[config.mk]
export PLATFORM = sky130hd
export DESIGN_NAME = minione_fetch
export DESIGN_NICKNAME = d
export VERILOG_FILES = /design/src/rtl/minione_fetch.sv
export SDC_FILE = /design/constraint.sdc
export NUM_CORES = 1
export LEC_CHECK = 0
export CORE_MARGIN = 2
export CORE_UTILIZATION = 25
export DETAILED_ROUTE_END_ITERATION = 6
export DONT_BUFFER_PORTS = 1
export GPL_TIMING_DRIVEN = 0
export PLACE_DENSITY_LB_ADDON = 0.05
export SYNTH_ARGS = -nofsm -noshare
export SYNTH_HDL_FRONTEND = slang
export SYNTH_SLANG_ARGS = --single-unit
[constraint.sdc]
create_clock -name clk -period 3.8 [get_ports clk]
set_input_delay 0.95 -clock clk [delete_from_list [all_inputs] [get_ports clk]]
set_output_delay 0.95 -clock clk [all_outputs]
set_load 0.05 [all_outputs]
[src/rtl/minione_fetch.sv]
// Instruction fetch unit for the minione executor: assembles 3-byte instructions
// from byte-wide program memory and hands them over a valid/ready handshake.
module minione_fetch #(
    parameter int unsigned        ADDR_W = 16,
    parameter logic [ADDR_W-1:0]  RST_PC = '0
) (
    input  logic              clk,
    input  logic              rst_n,
    input  logic              fetch_en,
    output logic              mem_req,
    output logic [ADDR_W-1:0] mem_addr,
    input  logic              mem_ack,
    input  logic [7:0]        mem_rdata,
    output logic              instr_valid,
    input  logic              instr_ready,
    output logic [7:0]        mcode,
    output logic [7:0]        opa,
    output logic [7:0]        opb,
    output logic [ADDR_W-1:0] instr_pc,
    input  logic              redir_valid,
    input  logic [ADDR_W-1:0] redir_pc
);

    typedef enum logic [2:0] {
        S_IDLE = 3'd0,
        S_F0   = 3'd1,
        S_F1   = 3'd2,
        S_F2   = 3'd3,
        S_HOLD = 3'd4
    } state_e;

    state_e            state_q, state_d;
    logic [ADDR_W-1:0] pc_q, pc_d;
    logic              mem_req_q, mem_req_d;
    logic [ADDR_W-1:0] mem_addr_q, mem_addr_d;
    logic              instr_valid_q, instr_valid_d;
    logic [7:0]        mcode_q, mcode_d;
    logic [7:0]        opa_q, opa_d;
    logic [7:0]        opb_q, opb_d;
    logic [ADDR_W-1:0] instr_pc_q, instr_pc_d;

    logic [ADDR_W-1:0] pc_p1, pc_p2, pc_p3;

    // PC offsets wrap naturally at the top of the address space
    assign pc_p1 = pc_q + ADDR_W'(1);
    assign pc_p2 = pc_q + ADDR_W'(2);
    assign pc_p3 = pc_q + ADDR_W'(3);

    // Next-state and registered-output logic
    always_comb begin
        state_d       = state_q;
        pc_d          = pc_q;
        mem_req_d     = mem_req_q;
        mem_addr_d    = mem_addr_q;
        instr_valid_d = instr_valid_q;
        mcode_d       = mcode_q;
        opa_d         = opa_q;
        opb_d         = opb_q;
        instr_pc_d    = instr_pc_q;

        unique case (state_q)
            S_IDLE: begin
                if (fetch_en) begin
                    state_d    = S_F0;
                    mem_req_d  = 1'b1;
                    mem_addr_d = pc_q;
                end
            end
            S_F0: begin
                if (mem_ack) begin
                    mcode_d    = mem_rdata;
                    state_d    = S_F1;
                    mem_addr_d = pc_p1;
                end
            end
            S_F1: begin
                if (mem_ack) begin
                    opa_d      = mem_rdata;
                    state_d    = S_F2;
                    mem_addr_d = pc_p2;
                end
            end
            S_F2: begin
                if (mem_ack) begin
                    opb_d         = mem_rdata;
                    state_d       = S_HOLD;
                    mem_req_d     = 1'b0;
                    instr_valid_d = 1'b1;
                    instr_pc_d    = pc_q;
                end
            end
            S_HOLD: begin
                if (instr_ready) begin
                    pc_d          = pc_p3;
                    instr_valid_d = 1'b0;
                    state_d       = fetch_en ? S_F0 : S_IDLE;
                    mem_req_d     = fetch_en;
                    mem_addr_d    = pc_p3;
                end
            end
            default: begin
                state_d       = S_IDLE;
                mem_req_d     = 1'b0;
                instr_valid_d = 1'b0;
            end
        endcase

        // Redirect discards any partial or held instruction and wins over pc+3
        if (redir_valid) begin
            pc_d          = redir_pc;
            state_d       = fetch_en ? S_F0 : S_IDLE;
            mem_req_d     = fetch_en;
            mem_addr_d    = redir_pc;
            instr_valid_d = 1'b0;
            mcode_d       = mcode_q;
            opa_d         = opa_q;
            opb_d         = opb_q;
            instr_pc_d    = instr_pc_q;
        end
    end

    always_ff @(posedge clk or negedge rst_n) begin
        if (!rst_n) begin
            state_q       <= S_IDLE;
            pc_q          <= RST_PC;
            mem_req_q     <= 1'b0;
            mem_addr_q    <= '0;
            instr_valid_q <= 1'b0;
            mcode_q       <= 8'h00;
            opa_q         <= 8'h00;
            opb_q         <= 8'h00;
            instr_pc_q    <= '0;
        end else begin
            state_q       <= state_d;
            pc_q          <= pc_d;
            mem_req_q     <= mem_req_d;
            mem_addr_q    <= mem_addr_d;
            instr_valid_q <= instr_valid_d;
            mcode_q       <= mcode_d;
            opa_q         <= opa_d;
            opb_q         <= opb_d;
            instr_pc_q    <= instr_pc_d;
        end
    end

    assign mem_req     = mem_req_q;
    assign mem_addr    = mem_addr_q;
    assign instr_valid = instr_valid_q;
    assign mcode       = mcode_q;
    assign opa         = opa_q;
    assign opb         = opb_q;
    assign instr_pc    = instr_pc_q;

endmodule
== Yosys cells after proc, flatten, opt, wreduce, memory -nomap -nowiden ==
Cells that the tools add are included.
Word-level totals
  output and inout port bits: 58
  bits in read-only memories: 0
  bits in writable memories: 0
  memories: 0
  flip-flop bits (word level): 77
  input port bits: 30
  latch bits: 0
Cells by class
  add/sub/neg operators: 3
  equality and inequality tests: 11
  $mul: 0
  mux-type cells: 25
  order comparisons: 0
  reductions and logical operators: 14
  shifts and indexed selects: 0
  div/mod/pow operators: 0
  bitwise operators: 1
Operators with widths (number)
  2-to-1 mux 16 bit: 7
  case mux 16 bit (4 select lines): 1
  adder 16 x 2 -> 16 bit, second input constant: 2
  2-to-1 mux 3 bit: 6
  adder 16 x 1 -> 16 bit, second input constant: 1
  != test 3 bit, second input constant: 5
  case mux 3 bit (5 select lines): 1
  AND reduction 3 bit: 4
  AND reduction 5 bit: 2
  2-to-1 mux 1 bit: 8
  equality test 3 x 2 -> 1 bit, second input constant: 2
  nonzero test 5 bit: 1
  != test 2 x 1 -> 1 bit, second input constant: 2
  case mux 1 bit (4 select lines): 1
  AND reduction 4 bit: 1
  nonzero test 2 bit: 2
  equality test 3 x 1 -> 1 bit, second input constant: 1
  equality test 3 bit, second input constant: 1
  zero test 3 bit: 1
  case mux 1 bit (3 select lines): 1
  OR reduction 3 bit: 1
  AND reduction 2 bit: 1
  OR reduction 2 bit: 1
  inverter 1 bit: 1

== Depth between registers and ports, before layout ==
  depth in word-level cells: 4
  gate-level depth with buffers: 9
  mapped depth without buffers: 7

== Worst setup path after synthesis ==
No wires, ideal clock.
  kind: in2reg
  from: input mem_ack
  to: register mem_addr_q[14] (netlist: mem_addr[14])
  library setup time: 0.087 ns
  path slack: 1.447 ns
  stages on the path: 7
  path buffers: 2
  arrival: 2.266 ns
  path through: buf_2 -> nor2b_1 -> maj3_1 -> o21ai_1 -> buf_2 -> a21boi_0 -> o211ai_1
Between the ends
  cells in the longest elaborated chain, start to end: 2
  elaborated cells between the ends (all ways): 3
  those cells by class: 2 x eq/ne; 1 x reduce/logical
RTL lines
  start, declared: RTL line 12  | input logic mem_ack,
  != test 3 bit (no source line)
  AND reduction 5 bit (no source line) (*)
  end signal, assigned: RTL line 137  | mem_addr_q <= mem_addr_d;
  end, declared: RTL line 35  | logic [ADDR_W-1:0] mem_addr_q, mem_addr_d;
Every way passes the cells marked *; elsewhere a longest branch is shown, timed or not.
A chain may end at the register's enable or synchronous reset.

== Final worst setup path ==
  from: register pc_q[1]
  to: register mem_addr_q[12] (netlist: mem_addr[12])
Between the ends
  cells in the longest elaborated chain, start to end: 4
  elaborated cells between the ends (all ways): 8
  those cells by class: 3 x add/sub; 5 x mux
RTL lines
  start, declared: RTL line 33  | logic [ADDR_W-1:0] pc_q, pc_d;
  start signal, assigned: RTL line 135  | pc_q <= pc_d;
  adder 16 x 2 -> 16 bit, or another cell as far along: RTL line 47  | assign pc_p3 = pc_q + ADDR_W'(3);
  2-to-1 mux 16 bit (on tied branches): RTL line 93, 70, 77
  case mux 16 bit (4 select lines) (*): RTL line 61  | unique case (state_q)
  2-to-1 mux 16 bit (*): RTL line 109  | if (redir_valid) begin
Every way passes the cells marked *; elsewhere a longest branch is shown, timed or not. The select of a mux whose other input is x is not followed.

==> flow_summary_export.csv <==
group,metric,value,unit
timing,rsz0062_at_grt,"no",
timing,finalSetupViolations,0,
synthesis,ys_types,70,
route,wire_per_inst,23.6,µm
timing,finClkSkew,9.66,ps
timing,maxSlewViolCount,0,
global_routing,grt_pass1_vias,4110,
clock_network,worstSkewPairLatency,360,ps
worst_setup_path,worstPathArrival,3350,ps
worst_setup_path,critical_path_class,"register to register",
global_routing,grt_start_max_net_pins,78,
synthesis,async_flop_share,1.00,
timing,max_slew_margin,0.403,
route,drt_pass1_iterations,5,
route,antenna_left,0,
outcome,outcome,"complete, no violations",
worst_setup_path,crit_slowest_cell,"nor4_1",
timing,final.period_utilization,0.826,
global_routing,track_usage,0.180,
worst_setup_path,required,4010,ps
finish,final_net_count,525,
route,vias_per_cell,5.42,
global_routing,grt_overflow,0,
synthesis,syn_nets,514,
die,die-height,140,µm
synthesis,yosysSeqAreaShare,0.420,
synthesis,synth_area_per_cell,9.56,µm²
power_and_ir_drop,peakVddDrop,0.000414,V
placed_design,io_buffer_count,0,
clock_network,cts_tree,"built",
timing,period_needed,3140,ps
job,drv_cap,0,
global_routing,grt_pass1_wl,26500,µm
clock_network,cts_inserted_buffers,9,
synthesis,yosysWarningCount,0,
global_routing,antenna_found_initial,0,
synthesis,syn-cell-area,0.00459,mm²
clock_network,cts_max_level,3,
clock_network,clock-root-buffer,"clkbuf_16",
timing,clock.fmax,319,MHz
finish,diodes,0,
worst_setup_path,cp_slowest_stage_delay,620,ps
route,drc_errors,0,
die,core_area,0.0180,mm²
synthesis,synth-edff-count,0,
finish,drive_gt1_frac,0.153,
synthesis,syn_inst,480,
synthesis,yosys-top-cells-count,"dfrtp_1 (77), nand2_1 (41), mux2_2 (27), nor2_1 (23), clkbuf_1 (21)",
worst_setup_path,path_cells,"clkbuf_1 -> inv_1 -> ha_1 -> clkbuf_1 -> nor4b_2 -> a211oi_1 -> nor4_1 -> nor4_1 -> o31ai_1",
clock_network,post_cts_resize_count,0,
die,fp.dieW,140,µm
worst_setup_path,crit_fanout,10,
worst_setup_path,start_kind,"register",
clock_network,cts-hold-fix-buffers,0,
die,ios,88,
finish,post-route-util,0.288,
die,dieArea,0.0195,mm²
synthesis,yosys.area.top_type,"dfrtp_1",
timing,hold_ws,282,ps
synthesis,ys_seq_elements,77,
clock_network,clock_sinks,77,
placed_design,gp_congestion,0.862,
route,vias,3931,
route,drt-initial-drc-count,385,
synthesis,yosys_most_used_dff,"dfrtp_1",
placed_design,dpl.hpwl,12300,µm
timing,tightest_slew,889,ps
synthesis,synth_most_common_cell,"dfrtp_1",
clock_network,cts_setup_buffers,0,
worst_setup_path,cp-end-kind,"register",
timing,fin_setup_tns,0,ps
synthesis,yosysTopAreaCellShare,0.420,
power_and_ir_drop,pwr_density_cell,723,mW/mm²
timing,finalHoldViolations,0,
die,start_util,0.256,
die,rows,49,
hold_path,hold_class,"input port to asynchronous set/reset pin",
power_and_ir_drop,p_leak,0.00196,µW
clock_network,path_clk_slew,70,ps
clock_network,cts_max_path_buffers,2,
route,postRouteWirelength,17100,µm
finish,area_growth,12.5,%
synthesis,synth.area.top_cells,"dfrtp_1 (42%), mux2_2 (6.6%), nand2_1 (3.4%), mux2_1 (3.2%), xnor2_1 (3.1%)",
-- report_power, final --
part           leakage, µW  total (µW)  internal [µW]  switching, µW
sequential        0.000937        2170           1070           1090
clock             0.000136         859            458            401
combinational     0.000884         708            304            404
total              0.00196        3730           1830           1900
-- final timing paths --
path / start / to / slack, ps / cells past startpoint
max: pc_q[1] / mem_addr[12] / 660 / 9
min: rst_n / mem_addr[0] / 280 / 0
max reg2reg: pc_q[1] / mem_addr[12] / 660 / 9
min reg2reg: pc_q[9] / instr_pc[9] / 690 / 2
max in group asynchronous: rst_n / mem_addr[7] / 3290 / 0
min in group clk: pc_q[9] / instr_pc[9] / 690 / 2
-- cell type report --
type,instances,area [µm²]
fill,1891,12800
multi-input combinational,348,2420
sequential,77,1930
tap,229,287
clock buffer,9,225
buffer,47,218
clock inverter,7,63.8
inverter,8,30.0
-- placed cells by master (no fill, tap or decap), types with 7 or more instances in the layout --
master,count
a21oi_1,18
a31oi_1,7
buf_2,20
clkbuf_1,21
clkbuf_16,9
dfrtp_1,77
inv_1,8
mux2_1,13
mux2_2,27
nand2_1,41
nand3_1,10
nand4_1,12
nor2_1,23
nor3_1,16
nor4_1,11
o211ai_1,7
o21ai_0,19
o21ai_1,10
o22ai_1,11
o31ai_1,13
xnor2_1,16
xor2_1,9
-- layer usage --
metal	track usage	part of all wire	vias up
li1	-	-	1813
met1	0.237	0.44	1944
met2	0.289	0.47	151
met3	0.0523	0.071	23
met4	0.0526	0.021	0
met5	0	0	-
-- state kept, by name, summed over array words and instances (netlist names) --
| register | count |
|---|---|
| instr_pc | 16 |
| state_q | 3 |
| opa | 8 |
| mem_addr | 16 |
| mcode | 8 |
| instr_valid | 1 |
| mem_req | 1 |
| opb | 8 |
| pc_q | 16 |
-- logic make-up (layout without fill, tap and decap cells) --
logic type	count (synthesis)	in the layout	synth area share
xor+xnor	25	25	0.0477
compound gates	124	124	0.183
fa+ha+maj	6	6	0.0153
buf+inv	55	71	0.0540
mux	41	41	0.100
flops	77	77	0.420
simple gates	152	152	0.180
-- through the flow --
step | instances | area (µm²) | total power (µW) | worst slack (ps)
2_1_floorplan | 480 | 4590 | 2650 | 1450
3_3_place_gp | 709 | 4880 | 2890 | 661
3_5_place_dp | 709 | 4880 | 2900 | 658
4_1_cts | 725 | 5170 | 3780 | 794
5_1_grt | 725 | 5170 | 3920 | 640
6_report | 725 | 5170 | 3730 | 663
-- worst max-delay path: cells and delay by family, from the launching register on --
family,cells,cell delay [ps]
AOI/OAI and AO/OA,2,430
adders and majority gates,1,190
buffers and inverters,3,1070
DFF,1,410
and+or+nand+nor,3,880
Power figures use the tool's default switching activity.
